--- src/rtl/lc3_pkg.sv ---
// Shared LC-3 definitions: bus width and the memory-access sequencer state encoding.
package lc3_pkg;

  localparam int DATA_W = 16;

  typedef enum logic [2:0] {
    MAC_IDLE = 3'd0,
    MAC_MAR  = 3'd1,
    MAC_MDRW = 3'd2,
    MAC_WAIT = 3'd3,
    MAC_GATE = 3'd4,
    MAC_DONE = 3'd5
  } macState_t;

  // The only states that put a value on the bus toward MAR/MDR.
  function automatic logic drivesBus(input macState_t s);
    return (s == MAC_MAR) || (s == MAC_MDRW);
  endfunction

endpackage

--- src/rtl/mem_access_ctrl_if.sv ---
// Requester handshake plus LC-3 MAR/MDR memory-unit signals for mem_access_ctrl.
interface mem_access_ctrl_if #(
    parameter int DATA_W = lc3_pkg::DATA_W
);
    // Request: a transfer happens on a rising edge where req_valid && req_ready;
    // req_* are sampled only on that edge. Response: rsp_valid is a one-cycle
    // pulse with no back-pressure; rsp_err and rsp_rdata qualify it.
    logic              req_valid;
    logic              req_ready;
    logic              req_write;
    logic [DATA_W-1:0] req_addr;
    logic [DATA_W-1:0] req_wdata;
    logic              rsp_valid;
    logic [DATA_W-1:0] rsp_rdata;
    logic              rsp_err;
    logic [DATA_W-1:0] bus_out;
    logic [DATA_W-1:0] mdr_in;
    logic              LDMAR;
    logic              LDMDR;
    logic              MIOEN;
    logic              RW;
    logic              GateMDR;
    logic              R;

    modport slave (
        input  req_valid, req_write, req_addr, req_wdata, mdr_in, R,
        output req_ready, rsp_valid, rsp_rdata, rsp_err, bus_out,
               LDMAR, LDMDR, MIOEN, RW, GateMDR
    );

    modport master (
        output req_valid, req_write, req_addr, req_wdata, mdr_in, R,
        input  req_ready, rsp_valid, rsp_rdata, rsp_err, bus_out,
               LDMAR, LDMDR, MIOEN, RW, GateMDR
    );
endinterface

--- src/rtl/mem_access_ctrl.sv ---
// Sequences one read or write onto the LC-3 MAR/MDR memory unit per request,
// with a bounded wait on memory ready R.
module mem_access_ctrl
    import lc3_pkg::*;
#(
    parameter int DATA_W  = lc3_pkg::DATA_W,
    parameter int TIMEOUT = 15
) (
    input  logic               clk,
    input  logic               rst,
    mem_access_ctrl_if.slave   bus,
    output macState_t          dbgState
);

    macState_t         state;
    macState_t         nextState;
    logic              latWrite;
    logic [DATA_W-1:0] latAddr;
    logic [DATA_W-1:0] latWdata;
    logic [7:0]        waitCnt;
    logic              errFlag;
    logic [DATA_W-1:0] rdataQ;
    logic              accept;
    logic              timedOut;

    assign accept   = bus.req_valid && (state == MAC_IDLE);
    assign timedOut = !bus.R && (waitCnt == 8'(TIMEOUT));
    assign dbgState = state;

    always_ff @(posedge clk) begin
        if (rst) begin
            state    <= MAC_IDLE;
            latWrite <= 1'b0;
            latAddr  <= '0;
            latWdata <= '0;
            waitCnt  <= '0;
            errFlag  <= 1'b0;
            rdataQ   <= '0;
        end else begin
            state <= nextState;
            if (accept) begin
                latWrite <= bus.req_write;
                latAddr  <= bus.req_addr;
                latWdata <= bus.req_wdata;
            end
            case (state)
                MAC_WAIT: begin
                    if (bus.R) begin
                        waitCnt <= '0;
                    end else if (timedOut) begin
                        waitCnt <= '0;
                        errFlag <= 1'b1;
                    end else begin
                        waitCnt <= waitCnt + 8'd1;
                    end
                end
                MAC_GATE: rdataQ  <= bus.mdr_in;
                MAC_DONE: errFlag <= 1'b0;
                default: ;
            endcase
        end
    end

    always_comb begin
        nextState = state;
        case (state)
            MAC_IDLE: if (accept) nextState = MAC_MAR;
            MAC_MAR:  nextState = latWrite ? MAC_MDRW : MAC_WAIT;
            MAC_MDRW: nextState = MAC_WAIT;
            MAC_WAIT: begin
                if (bus.R)         nextState = latWrite ? MAC_DONE : MAC_GATE;
                else if (timedOut) nextState = MAC_DONE;
            end
            MAC_GATE: nextState = MAC_DONE;
            MAC_DONE: nextState = MAC_IDLE;
            default:  nextState = MAC_IDLE;
        endcase
    end

    // Moore decode of the state register; MDR is loaded from the bus only in MDRW.
    always_comb begin
        bus.req_ready = 1'b0;
        bus.rsp_valid = 1'b0;
        bus.rsp_err   = 1'b0;
        bus.bus_out   = '0;
        bus.LDMAR     = 1'b0;
        bus.LDMDR     = 1'b0;
        bus.MIOEN     = 1'b0;
        bus.RW        = 1'b0;
        bus.GateMDR   = 1'b0;
        case (state)
            MAC_IDLE: bus.req_ready = 1'b1;
            MAC_MAR: begin
                bus.LDMAR = 1'b1;
            end
            MAC_MDRW: begin
                bus.LDMDR = 1'b1;
            end
            MAC_WAIT: begin
                bus.MIOEN = 1'b1;
                bus.RW    = latWrite;
                bus.LDMDR = !latWrite;
            end
            MAC_GATE: bus.GateMDR = 1'b1;
            MAC_DONE: begin
                bus.rsp_valid = 1'b1;
                bus.rsp_err   = errFlag;
            end
            default: ;
        endcase
        if (drivesBus(state)) begin
            bus.bus_out = (state == MAC_MAR) ? latAddr : latWdata;
        end
    end

    assign bus.rsp_rdata = rdataQ;

endmodule

--- src/flat_wrapper.sv ---
// flat-port wrapper written by rule: the top's interface ports become plain ports
module mem_access_ctrl_flat import lc3_pkg::*;
#(
    parameter int DATA_W  = lc3_pkg::DATA_W,
    parameter int TIMEOUT = 15
)
  (clk, rst, dbgState, bus_req_valid, bus_req_write, bus_req_addr, bus_req_wdata, bus_mdr_in, bus_R, bus_req_ready, bus_rsp_valid, bus_rsp_rdata, bus_rsp_err, bus_bus_out, bus_LDMAR, bus_LDMDR, bus_MIOEN, bus_RW, bus_GateMDR);
  mem_access_ctrl_if #(.DATA_W(DATA_W)) bus_i ();
  input  logic clk;
  input  logic rst;
  output macState_t dbgState;
  input wire logic [$bits(bus_i.req_valid)-1:0] bus_req_valid;
  input wire logic [$bits(bus_i.req_write)-1:0] bus_req_write;
  input wire logic [$bits(bus_i.req_addr)-1:0] bus_req_addr;
  input wire logic [$bits(bus_i.req_wdata)-1:0] bus_req_wdata;
  input wire logic [$bits(bus_i.mdr_in)-1:0] bus_mdr_in;
  input wire logic [$bits(bus_i.R)-1:0] bus_R;
  output wire logic [$bits(bus_i.req_ready)-1:0] bus_req_ready;
  output wire logic [$bits(bus_i.rsp_valid)-1:0] bus_rsp_valid;
  output wire logic [$bits(bus_i.rsp_rdata)-1:0] bus_rsp_rdata;
  output wire logic [$bits(bus_i.rsp_err)-1:0] bus_rsp_err;
  output wire logic [$bits(bus_i.bus_out)-1:0] bus_bus_out;
  output wire logic [$bits(bus_i.LDMAR)-1:0] bus_LDMAR;
  output wire logic [$bits(bus_i.LDMDR)-1:0] bus_LDMDR;
  output wire logic [$bits(bus_i.MIOEN)-1:0] bus_MIOEN;
  output wire logic [$bits(bus_i.RW)-1:0] bus_RW;
  output wire logic [$bits(bus_i.GateMDR)-1:0] bus_GateMDR;
  assign bus_i.req_valid = bus_req_valid;
  assign bus_i.req_write = bus_req_write;
  assign bus_i.req_addr = bus_req_addr;
  assign bus_i.req_wdata = bus_req_wdata;
  assign bus_i.mdr_in = bus_mdr_in;
  assign bus_i.R = bus_R;
  assign bus_req_ready = bus_i.req_ready;
  assign bus_rsp_valid = bus_i.rsp_valid;
  assign bus_rsp_rdata = bus_i.rsp_rdata;
  assign bus_rsp_err = bus_i.rsp_err;
  assign bus_bus_out = bus_i.bus_out;
  assign bus_LDMAR = bus_i.LDMAR;
  assign bus_LDMDR = bus_i.LDMDR;
  assign bus_MIOEN = bus_i.MIOEN;
  assign bus_RW = bus_i.RW;
  assign bus_GateMDR = bus_i.GateMDR;
  mem_access_ctrl #(.DATA_W(DATA_W), .TIMEOUT(TIMEOUT)) u_core (.clk(clk), .rst(rst), .bus(bus_i), .dbgState(dbgState));
endmodule
--- config.mk ---
export PLATFORM = sky130hd
export DESIGN_NAME = mem_access_ctrl_flat
export DESIGN_NICKNAME = d
export VERILOG_FILES = /design/src/rtl/lc3_pkg.sv /design/src/rtl/mem_access_ctrl_if.sv /design/src/rtl/mem_access_ctrl.sv /design/src/flat_wrapper.sv
export SDC_FILE = /design/constraint.sdc
export NUM_CORES = 1
export LEC_CHECK = 0
export BUFFER_PORTS_ARGS = -buffer_cell sky130_fd_sc_hd__clkbuf_2
export CELL_PAD_IN_SITES_DETAIL_PLACEMENT = 0
export CELL_PAD_IN_SITES_GLOBAL_PLACEMENT = 1
export CORE_ASPECT_RATIO = 0.9
export CORE_MARGIN = 2
export CORE_UTILIZATION = 37
export DETAILED_ROUTE_END_ITERATION = 16
export PLACE_DENSITY_LB_ADDON = 0.2
export REMOVE_ABC_BUFFERS = 1
export SYNTH_ARGS = -nofsm -noshare
export SYNTH_HDL_FRONTEND = slang
export SYNTH_SLANG_ARGS = --single-unit
--- constraint.sdc ---
create_clock -name clk -period 4.3 [get_ports clk]
set_input_delay 0.215 -clock clk [delete_from_list [all_inputs] [get_ports clk]]
set_output_delay 0.215 -clock clk [all_outputs]
set_load 0.02 [all_outputs]
==> out/results.tsv, run 1 <==
stage	metric	value	unit
die	dieArea	7720	µm²
clock_tree	clock_latency	0.34	ns
sta	timing.final.crit_share	67.7	%
drt	wire_per_inst	12.5	µm
die	die_h	83.6	µm
global_route	grt_max_degree	61	
sta	finalClockSkew	0.00772	ns
drt	num_vias	2532	
job	max-cap-violations	0	
sta	period_needed	2.91	ns
yosys	synthesis.area	2600	µm²
sta	slew_viol_final	0	
sta	setup_viol	0	
placed_design	place_area	3070	µm²
setup_path	arrival	2.70	ns
drt	vias_per_cell	4.95	
finish	antenna_cells	0	
finish	nets	470	
clock_tree	cts_tree	yes	
global_route	antenna_found_initial	0	
sta	rsz0062_at_grt	false	
setup_path	cp_max_fo	27	
setup_path	critPathKind	flop to output pin	
global_route	grt.total_usage	16.7	%
clock_tree	cts_max_path_buffers	2	
setup_path	start_kind	flop	
global_route	grt.overflow.total	0	
die	start_util	38.9	%
finish	fin_area	3290	µm²
finish	drive_gt1_share	28.3	%
clock_tree	clock_sinks	61	
sta	fin_tns_setup	0	ns
clock_tree	postCtsSetupBuffers	0	
clock_tree	cts.clk_slew.worst_paths	0.08	ns
worst_hold_path	hold_path_class	input pin to flop	
yosys	synth_seq_area_share	46.9	%
clock_tree	cts_buffers	9	
setup_path	max_stage_delay	0.96	ns
global_route	grt_pass1_wl	10600	µm
sta	tightest_slew	1.16	ns
placed_design	routabilityCongestion	0.729	
sta	hold_viol_final	0	
finish	syn2layout_area_growth	26.4	%
power	powerDensity	425	nW/µm²
global_route	grt_pass1_vias	2341	
placed_design	dp_hpwl	4210	µm
yosys	synth-seq-cells	61	
drt	ant_nets	0	
die	core_region_area	6690	µm²
sta	slew_headroom	22.6	%
placed_design	io_buffer_count	95	
die	rows	28	
clock_tree	ctsResizeCount	0	
drt	dr.pass1.iters	4	
setup_path	crit_chain	nand2_1 > clkinv_1 > clkbuf_2	
sta	max_freq	343	MHz
drt	drc	0	
drt	first_iter_violations	83	
yosys	ys.warnings.count	0	
yosys	ys_types	35	
yosys	syn_area_per_cell	7.79	µm²
setup_path	cp.required	4.09	ns
yosys	synthCells	334	
setup_path	crit_slowest_cell	dfxtp_1	
power	ir_drop	199	µV
clock_tree	htree_levels	3	
setup_path	endpoint_kind	output pin	
power	power_leakage	1.42	nW
die	ios	96	
finish	fillCellCount	700	
clock_tree	root_buffer	clkbuf_8	
run_status	status	finished, final reports clean	
drt	wl	6410	µm
clock_tree	cts_hold_buf	0	
die	die_width	92.4	µm
## synthesized netlist by cell type
| master | instances | area share, % |
|---|---|---|
| buf_6 | 4 | 1.7 |
| a2111oi_0 | 1 | 0.34 |
| nor3b_1 | 1 | 0.29 |
| a32oi_1 | 1 | 0.34 |
| buf_4 | 2 | 0.58 |
| clkbuf_1 | 15 | 2.2 |
| and2_1 | 3 | 0.72 |
| a21oi_1 | 56 | 11 |
| nor3_2 | 1 | 0.38 |
| a22o_2 | 1 | 0.38 |
| mux2i_1 | 2 | 0.77 |
| nand2_1 | 106 | 15 |
| ha_1 | 1 | 0.48 |
| a211oi_1 | 2 | 0.58 |
| a2111oi_4 | 1 | 1.1 |
| nor4_1 | 2 | 0.48 |
| nand3b_4 | 1 | 0.77 |
| nor3_1 | 4 | 0.77 |
| and3_1 | 3 | 0.72 |
| nor2_1 | 24 | 3.5 |
| dfxtp_1 | 61 | 47 |
| inv_1 | 1 | 0.14 |
| nor4_4 | 1 | 0.82 |
| a22oi_1 | 16 | 4.6 |
| nor2b_1 | 4 | 0.96 |
| a31oi_1 | 1 | 0.24 |
| xor2_1 | 1 | 0.34 |
| nand3_1 | 3 | 0.58 |
| o21ai_0 | 3 | 0.58 |
| o21a_1 | 1 | 0.29 |
| clkinv_1 | 1 | 0.14 |
| buf_2 | 6 | 1.2 |
| nand3b_1 | 2 | 0.58 |
| nand2b_1 | 1 | 0.24 |
| a211o_1 | 1 | 0.34 |
## per-stage QoR
step,util (%),hold slack (ns),power [mW],std cells,setup slack (ns)
floorplan,-,0.284,0.754,307,2.25
global placement,45.8,0.439,0.847,495,1.80
detailed placement,45.8,0.443,0.851,495,1.77
CTS,49.2,0.0708,1.42,511,1.38
global route,49.2,0.0791,1.47,511,1.18
finish,49.2,0.0885,1.40,511,1.39
## cell usage in the layout, fill, tap and decap left out, types with 2 or more instances in the layout
master,n
a211oi_1,2
a21oi_1,56
a22oi_1,16
and2_1,3
and3_1,3
buf_4,3
bufinv_16,2
clkbuf_2,95
clkbuf_8,9
clkinvlp_4,4
dfxtp_1,61
mux2i_1,2
nand2_1,106
nand3_1,3
nand3b_1,2
nor2_1,24
nor2b_1,4
nor3_1,4
nor4_1,2
o21ai_0,3
## power breakdown
group | total, mW | switching [mW] | internal (mW)
registers | 0.626 | 0.0286 | 0.598
clock network | 0.564 | 0.236 | 0.328
logic | 0.208 | 0.135 | 0.0728
total | 1.40 | 0.400 | 0.998
## final timing paths
path	cells after the start	from	slack, ns	to
worst min register to register	2	u_core.latWdata[10]	0.45	u_core.latWdata[10]
worst min-delay path	3	bus_mdr_in[5]	0.09	u_core.bus.rsp_rdata[5]
worst max-delay path	3	u_core.dbgState[2]	1.39	bus_GateMDR
worst max register to register	4	u_core.dbgState[2]	1.88	u_core.bus.rsp_rdata[14]
## worst max-delay path: cells and delay by family, from the launching register on
family                 cells  cell delay (ns)
DFF                        1             0.96
and+or+nand+nor            1             0.67
buffers and inverters      2             0.73
## sequential cells by signal, summed over array words and instances (netlist names)
| register | count |
|---|---|
| u_core.latWrite | 1 |
| u_core.dbgState | 3 |
| u_core.errFlag | 1 |
| u_core.waitCnt | 8 |
| u_core.latAddr | 16 |
| u_core.bus.rsp_rdata | 16 |
| u_core.latWdata | 16 |
## metal layers
| layer | vias to the layer above | share of wire [%] | track usage (%) |
|---|---|---|---|
| li1 | 1285 | - | - |
| met2 | 73 | 45 | 25.3 |
| met5 | - | 0 | 0 |
| met4 | 0 | 1.9 | 7.06 |
| met3 | 10 | 6.3 | 5.78 |
| met1 | 1164 | 47 | 21.6 |
## layout make-up
class	count	area, µm²	area share, %
multi-input combinational	244	1230	37.3
sequential	61	1220	37.1
timing repair buffer	98	498	15.1
clock buffer	9	124	3.77
tap	90	113	3.42
clock inverter	7	98.8	3.00
inverter	2	7.51	0.228
## cells by family (layout without fill, tap and decap cells)
family                     Yosys count  count (layout)  synth area share [%]
and+or+nand+nor                    156             156                  26.1
muxes                                2               2                 0.769
buffers and inverters               29             116                  5.91
AOI/OAI and AO/OA                   84              84                  19.5
xor gates and xnor gates             1               1                 0.337
DFF                                 61              61                  46.9
adders and majority gates            1               1                 0.481
No activity file was read; power rests on OpenSTA's default activity.
==> inputs of run 2 (changes only) <==
--- a/config.mk
+++ b/config.mk
@@ -10,7 +10,7 @@
 export CELL_PAD_IN_SITES_GLOBAL_PLACEMENT = 1
 export CORE_ASPECT_RATIO = 0.9
 export CORE_MARGIN = 2
-export CORE_UTILIZATION = 37
+export CORE_UTILIZATION = 34
 export DETAILED_ROUTE_END_ITERATION = 16
 export PLACE_DENSITY_LB_ADDON = 0.2
 export REMOVE_ABC_BUFFERS = 1
==> constraint.sdc (replaced) <==
create_clock -name clk -period 2.8 [get_ports clk]
set_input_delay 0.14 -clock clk [delete_from_list [all_inputs] [get_ports clk]]
set_output_delay 0.14 -clock clk [all_outputs]
set_load 0.02 [all_outputs]
==> run 2 against run 1 <==
Against the previous run:
- wire length grew 2.0%
- sequential power grew 52%
- count of clock-buffer cells in the layout is the same
- via count shrank 0.99%
- first-iteration DRC count shrank 12%
- utilization shrank 4.9 points
- final cell count grew 2.0%
- sequential share of layout area shrank 0.15 points
- critical endpoint unchanged
- largest cell class unchanged
- highest routed layer unchanged
==> out/results.tsv, run 2 (synthesized netlist as in run 1, its figures left out) <==
stage	metric	value	unit
run_status	status	finished, final reports clean	
clock_tree	cts.clk_slew.worst_paths	0.07	ns
setup_path	crit_slowest_cell	dfxtp_1	
finish	fin_area	3300	µm²
clock_tree	cts_max_path_buffers	2	
sta	slew_viol_final	0	
global_route	antenna_found_initial	0	
die	die_width	96.2	µm
clock_tree	cts_hold_buf	0	
sta	max_freq	462	MHz
drt	wire_per_inst	12.6	µm
die	die_h	87	µm
sta	rsz0062_at_grt	false	
setup_path	start_kind	flop	
worst_hold_path	hold_path_class	input pin to flop	
finish	multi_input_area	1230	µm²
clock_tree	postCtsSetupBuffers	0	
finish	final_common_cell	nand2_1	
placed_design	io_buffer_count	95	
setup_path	endpoint_kind	output pin	
finish	syn2layout_area_growth	26.9	%
sta	setup_viol	0	
sta	tightest_slew	0.496	ns
clock_tree	htree_levels	3	
setup_path	cp_top_family	buffers and inverters	
clock_tree	clock_latency	0.33	ns
setup_path	crit_chain	nor2_1 > nand2_1 > buf_4 > clkinv_1 > clkbuf_2	
finish	nets	474	
global_route	grt_max_degree	42	
finish	antenna_cells	0	
setup_path	cp.buffers_inverters	3	
finish	final_core_utilization	44.2	%
die	core_region_area	7470	µm²
finish	fillCellCount	805	
job	max-cap-violations	0	
sta	finalClockSkew	0.00904	ns
global_route	grt.total_usage	15.9	%
drt	vias_per_cell	4.81	
global_route	grt.overflow.total	0	
sta	slew_headroom	66.7	%
sta	hold_viol_final	0	
drt	dr.pass1.iters	4	
drt	first_iter_violations	73	
power	power_leakage	1.43	nW
sta	period_needed	2.17	ns
die	dieArea	8370	µm²
clock_tree	cts_buffers	9	
die	rows	30	
finish	ff_latch_area	1220	µm²
die	start_util	34.8	%
power	powerDensity	623	nW/µm²
die	ios	96	
clock_tree	clock_sinks	61	
drt	num_vias	2507	
global_route	grt_pass1_wl	10400	µm
sta	timing.final.crit_share	77.3	%
placed_design	dp_hpwl	4460	µm
clock_tree	cts_tree	yes	
drt	drc	0	
setup_path	cp_max_fo	18	
sta	worst_slack	0.635	ns
power	ir_drop	291	µV
setup_path	critPathKind	flop to output pin	
finish	drive_gt1_share	28.9	%
finish	final_cell_mix	106 x nand2_1, 95 x clkbuf_2, 61 x dfxtp_1	
setup_path	max_stage_delay	0.55	ns
sta	fin_tns_setup	0	ns
drt	ant_nets	0	
power	power	2.06	mW
global_route	grt_pass1_vias	2228	
setup_path	arrival	2.03	ns
setup_path	cp.required	2.66	ns
placed_design	dp_slack	0.947	ns
placed_design	routabilityCongestion	0.760	
drt	wl	6540	µm
placed_design	place_area	3100	µm²
clock_tree	ctsResizeCount	0	
clock_tree	root_buffer	clkbuf_8	
==> run 2: cell count changes in the layout (fill, tap and decap cells not counted), sizes merged <==
cell,delta
buf,+4
clkinvlp,-1
clkinv,+2
bufinv,-1
==> run 2: power breakdown <==
group,switching [mW],internal [mW]
combinational,0.218,0.118
sequential,0.0361,0.918
clock,0.356,0.413
total,0.610,1.45
==> run 2: through the flow <==
step | hold WS [ns] | std cells
after floorplan | 0.209 | 307
after global placement | 0.366 | 505
after detailed placement | 0.369 | 505
after CTS | 0.00261 | 521
after global routing | 0.00390 | 521
final | 0.0206 | 521
==> run 2: layout make-up <==
type / instances / share of cell area (%)
Clock buffer: 9 / 3.75
Timing Repair Buffer: 102 / 16.0
Multi-Input combinational cell: 244 / 37.2
Sequential cell: 61 / 37.0
Tap cell: 96 / 3.64
Inverter: 2 / 0.227
Clock inverter: 7 / 2.27
==> run 2: worst paths after layout <==
| path | cells after the start | from | to | slack, ns |
|---|---|---|---|---|
| setup / recovery | 5 | u_core.dbgState[1] | bus_GateMDR | 0.63 |
| hold / removal | 3 | bus_mdr_in[0] | u_core.bus.rsp_rdata[0] | 0.02 |
| setup reg to reg | 6 | u_core.dbgState[1] | u_core.bus.rsp_rdata[15] | 1.00 |
| hold reg to reg | 2 | u_core.bus.rsp_rdata[12] | u_core.bus.rsp_rdata[12] | 0.46 |
==> run 2: layer usage <==
metal,track usage (%),wire length (µm),vias up,part of all wire (%)
li1,-,-,1294,-
met1,20.1,3130,1131,48
met2,25.9,2920,73,45
met3,4.94,388,9,5.9
met4,5.32,94,0,1.4
met5,0,0,-,0
==> run 2: worst reg2reg max path, delay by kind of cell (launching register included) <==
kind                   cells  cell delay (ns)
buffers and inverters      2             0.64
flip-flops                 1             0.55
AND/OR/NAND/NOR            3             0.41
AO/OA/AOI/OAI              1             0.07
==> inputs of run 3 (changes only) <==
==> constraint.sdc (replaced) <==
create_clock -name clk -period 2.2 [get_ports clk]
set_input_delay 0.11 -clock clk [delete_from_list [all_inputs] [get_ports clk]]
set_output_delay 0.11 -clock clk [all_outputs]
set_load 0.02 [all_outputs]
==> run 3 against run 2 <==
Against the previous run:
- wire length increased by 7.2%
- non-clock buffer count increased by 50
- via count increased by 7.1%
- critical path type unchanged
- largest cell class unchanged
- largest power group unchanged
- highest routed layer unchanged
==> out/results.tsv, run 3 (synthesized netlist as in run 1, its figures left out) <==
stage	metric	value	unit
clock_tree	cts.clk_slew.worst_paths	0.06	ns
setup_path	start_kind	flop	
clock_tree	clock_sinks	61	
finish	syn2layout_area_growth	46.6	%
sta	period_needed	1.99	ns
drt	num_vias	2685	
worst_hold_path	hold_path_class	input pin to flop	
finish	multi_input_area	1230	µm²
setup_path	timing.rr.start	u_core.dbgState[0]	
die	rows	30	
placed_design	dp_hpwl	4590	µm
drt	vias_per_cell	4.70	
sta	setup_viol	0	
worst_hold_path	hp-start	bus_req_wdata[10]	
global_route	grt.overflow.total	0	
drt	dr.pass1.iters	4	
drt	drc	0	
drt	first_iter_violations	85	
setup_path	cp.required	2.09	ns
sta	rsz0062_at_grt	false	
finish	ff_latch_area	1220	µm²
clock_tree	cts_max_path_buffers	2	
placed_design	dp_slack	0.541	ns
setup_path	endpoint_kind	output pin	
sta	timing.final.crit_share	90.6	%
power	power_leakage	1.65	nW
power	share_comb_of_total_power	18.5	%
finish	antenna_cells	0	
power	p_clk_share	36.5	%
setup_path	arrival	1.88	ns
die	start_util	34.8	%
power	ir_drop	382	µV
worst_hold_path	whs_endpoint	u_core.latWdata[10]	
power	powerDensity	710	nW/µm²
clock_tree	cts_tree	yes	
finish	nets	524	
clock_tree	cts_buffers	9	
sta	slew_viol_final	0	
clock_tree	clock_latency	0.34	ns
die	die_h	87	µm
setup_path	cp_max_fo	17	
die	dieArea	8370	µm²
global_route	grt.total_usage	17.6	%
sta	max_freq	502	MHz
drt	wire_per_inst	12.3	µm
finish	final_common_cell	nand2_1	
power	seq_power_share	45.0	%
sta	fin_tns_setup	0	ns
finish	fillCellCount	753	
clock_tree	htree_levels	3	
worst_hold_path	min_path_cells	3	
power	p_int	1.93	mW
die	ios	96	
die	die_width	96.2	µm
sta	tightest_slew	0.484	ns
global_route	grt_max_degree	58	
sta	slew_headroom	67.5	%
clock_tree	root_buffer	clkbuf_8	
power	swShare	28.7	%
global_route	antenna_found_initial	0	
sta	hold_viol_final	0	
setup_path	reg2reg_slack	0.54	ns
global_route	grt_pass1_wl	11200	µm
clock_tree	postCtsSetupBuffers	0	
sta	worst_slack	0.206	ns
setup_path	critPathKind	flop to output pin	
placed_design	io_buffer_count	95	
drt	ant_nets	0	
finish	drive_gt1_share	26.5	%
setup_path	rr_endpoint	u_core.bus.rsp_rdata[5]	
placed_design	routabilityCongestion	0.745	
die	core_region_area	7470	µm²
finish	final_cell_mix	106 x nand2_1, 95 x clkbuf_2, 61 x dfxtp_1	
sta	finalClockSkew	0.00947	ns
run_status	status	finished, final reports clean	
drt	wl	7010	µm
job	max-cap-violations	0	
global_route	grt_pass1_vias	2399	
setup_path	ff2ff_path_depth	5	
power	p_switching	778	µW
## run 3: changes by cell type in the layout (fill, tap and decap cells not counted)
cell           before  now
buf_12              0    1
buf_4               7    8
clkbuf_8            9   10
clkinv_2            1    2
clkinv_4            1    0
dlygate4sd3_1       0   48
inv_6               1    0
nor2b_1             4    3
nor2b_2             0    1
## run 3: worst max-delay path, cell delays in order (launching register included)
cell and delay [ns]:
dfxtp_1 0.58, nor2_1 0.14, nand2_1 0.12, clkinv_1 0.40
clkbuf_2 0.30
## run 3: power groups by stage
stage               sequential (mW)  clock, mW  combinational, mW
finish                         1.22      0.989              0.501
global placement               1.24          0              0.436
detailed placement             1.24          0              0.440
global route                   1.23       1.07              0.555
floorplan                      1.25          0              0.221
CTS                            1.22       1.02              0.506
## run 3: through the flow
step	hold slack [ns]	total power [mW]	instance area [µm²]	std cells	utilization, %
6_report	0.0197	2.71	3810	571	51.1
4_1_cts	0.00158	2.75	3810	571	51.0
2_1_floorplan	0.179	1.47	2460	307	-
3_3_place_gp	0.333	1.68	3130	507	41.9
5_1_grt	0.0153	2.86	3810	571	51.1
3_5_place_dp	0.337	1.68	3130	507	41.9
## run 3: what timing repair did
item / 4_1_cts / 5_1_grt
gates resized for setup: 0 / 1
setup endpoints to repair: 0 / 1
endpoints found under the hold margin: 48 / 0
hold buffers: 48 / 0
## run 3: cell type report
| type | count | share of cell area [%] |
|---|---|---|
| clock buffers | 10 | 3.61 |
| flip-flops and latches | 61 | 32.0 |
| multi-input cells | 244 | 32.2 |
| repair buffers | 152 | 27.2 |
| inverters | 2 | 0.197 |
| clock inverters | 6 | 1.64 |
| well taps | 96 | 3.15 |
## run 3: how the worst max path moves through the flow
stage | from | slack (ns) | end
5_1_grt | u_core.dbgState[0] | 0.04 | bus_GateMDR
4_1_cts | u_core.dbgState[1] | 0.17 | bus_bus_out[1]
3_5_place_dp | u_core.dbgState[1] | 0.54 | bus_bus_out[1]
6_report | u_core.dbgState[0] | 0.21 | bus_GateMDR
3_3_place_gp | u_core.dbgState[0] | 0.55 | bus_GateMDR
2_1_floorplan | u_core.dbgState[2] | 0.17 | u_core.latAddr[0]
## run 3: routing by layer
layer  routed length, µm  global-route usage [%]
met5                   0                       0
met2                3170                    27.0
met3                 385                    6.15
met1                3300                    22.6
met4                 154                    6.75
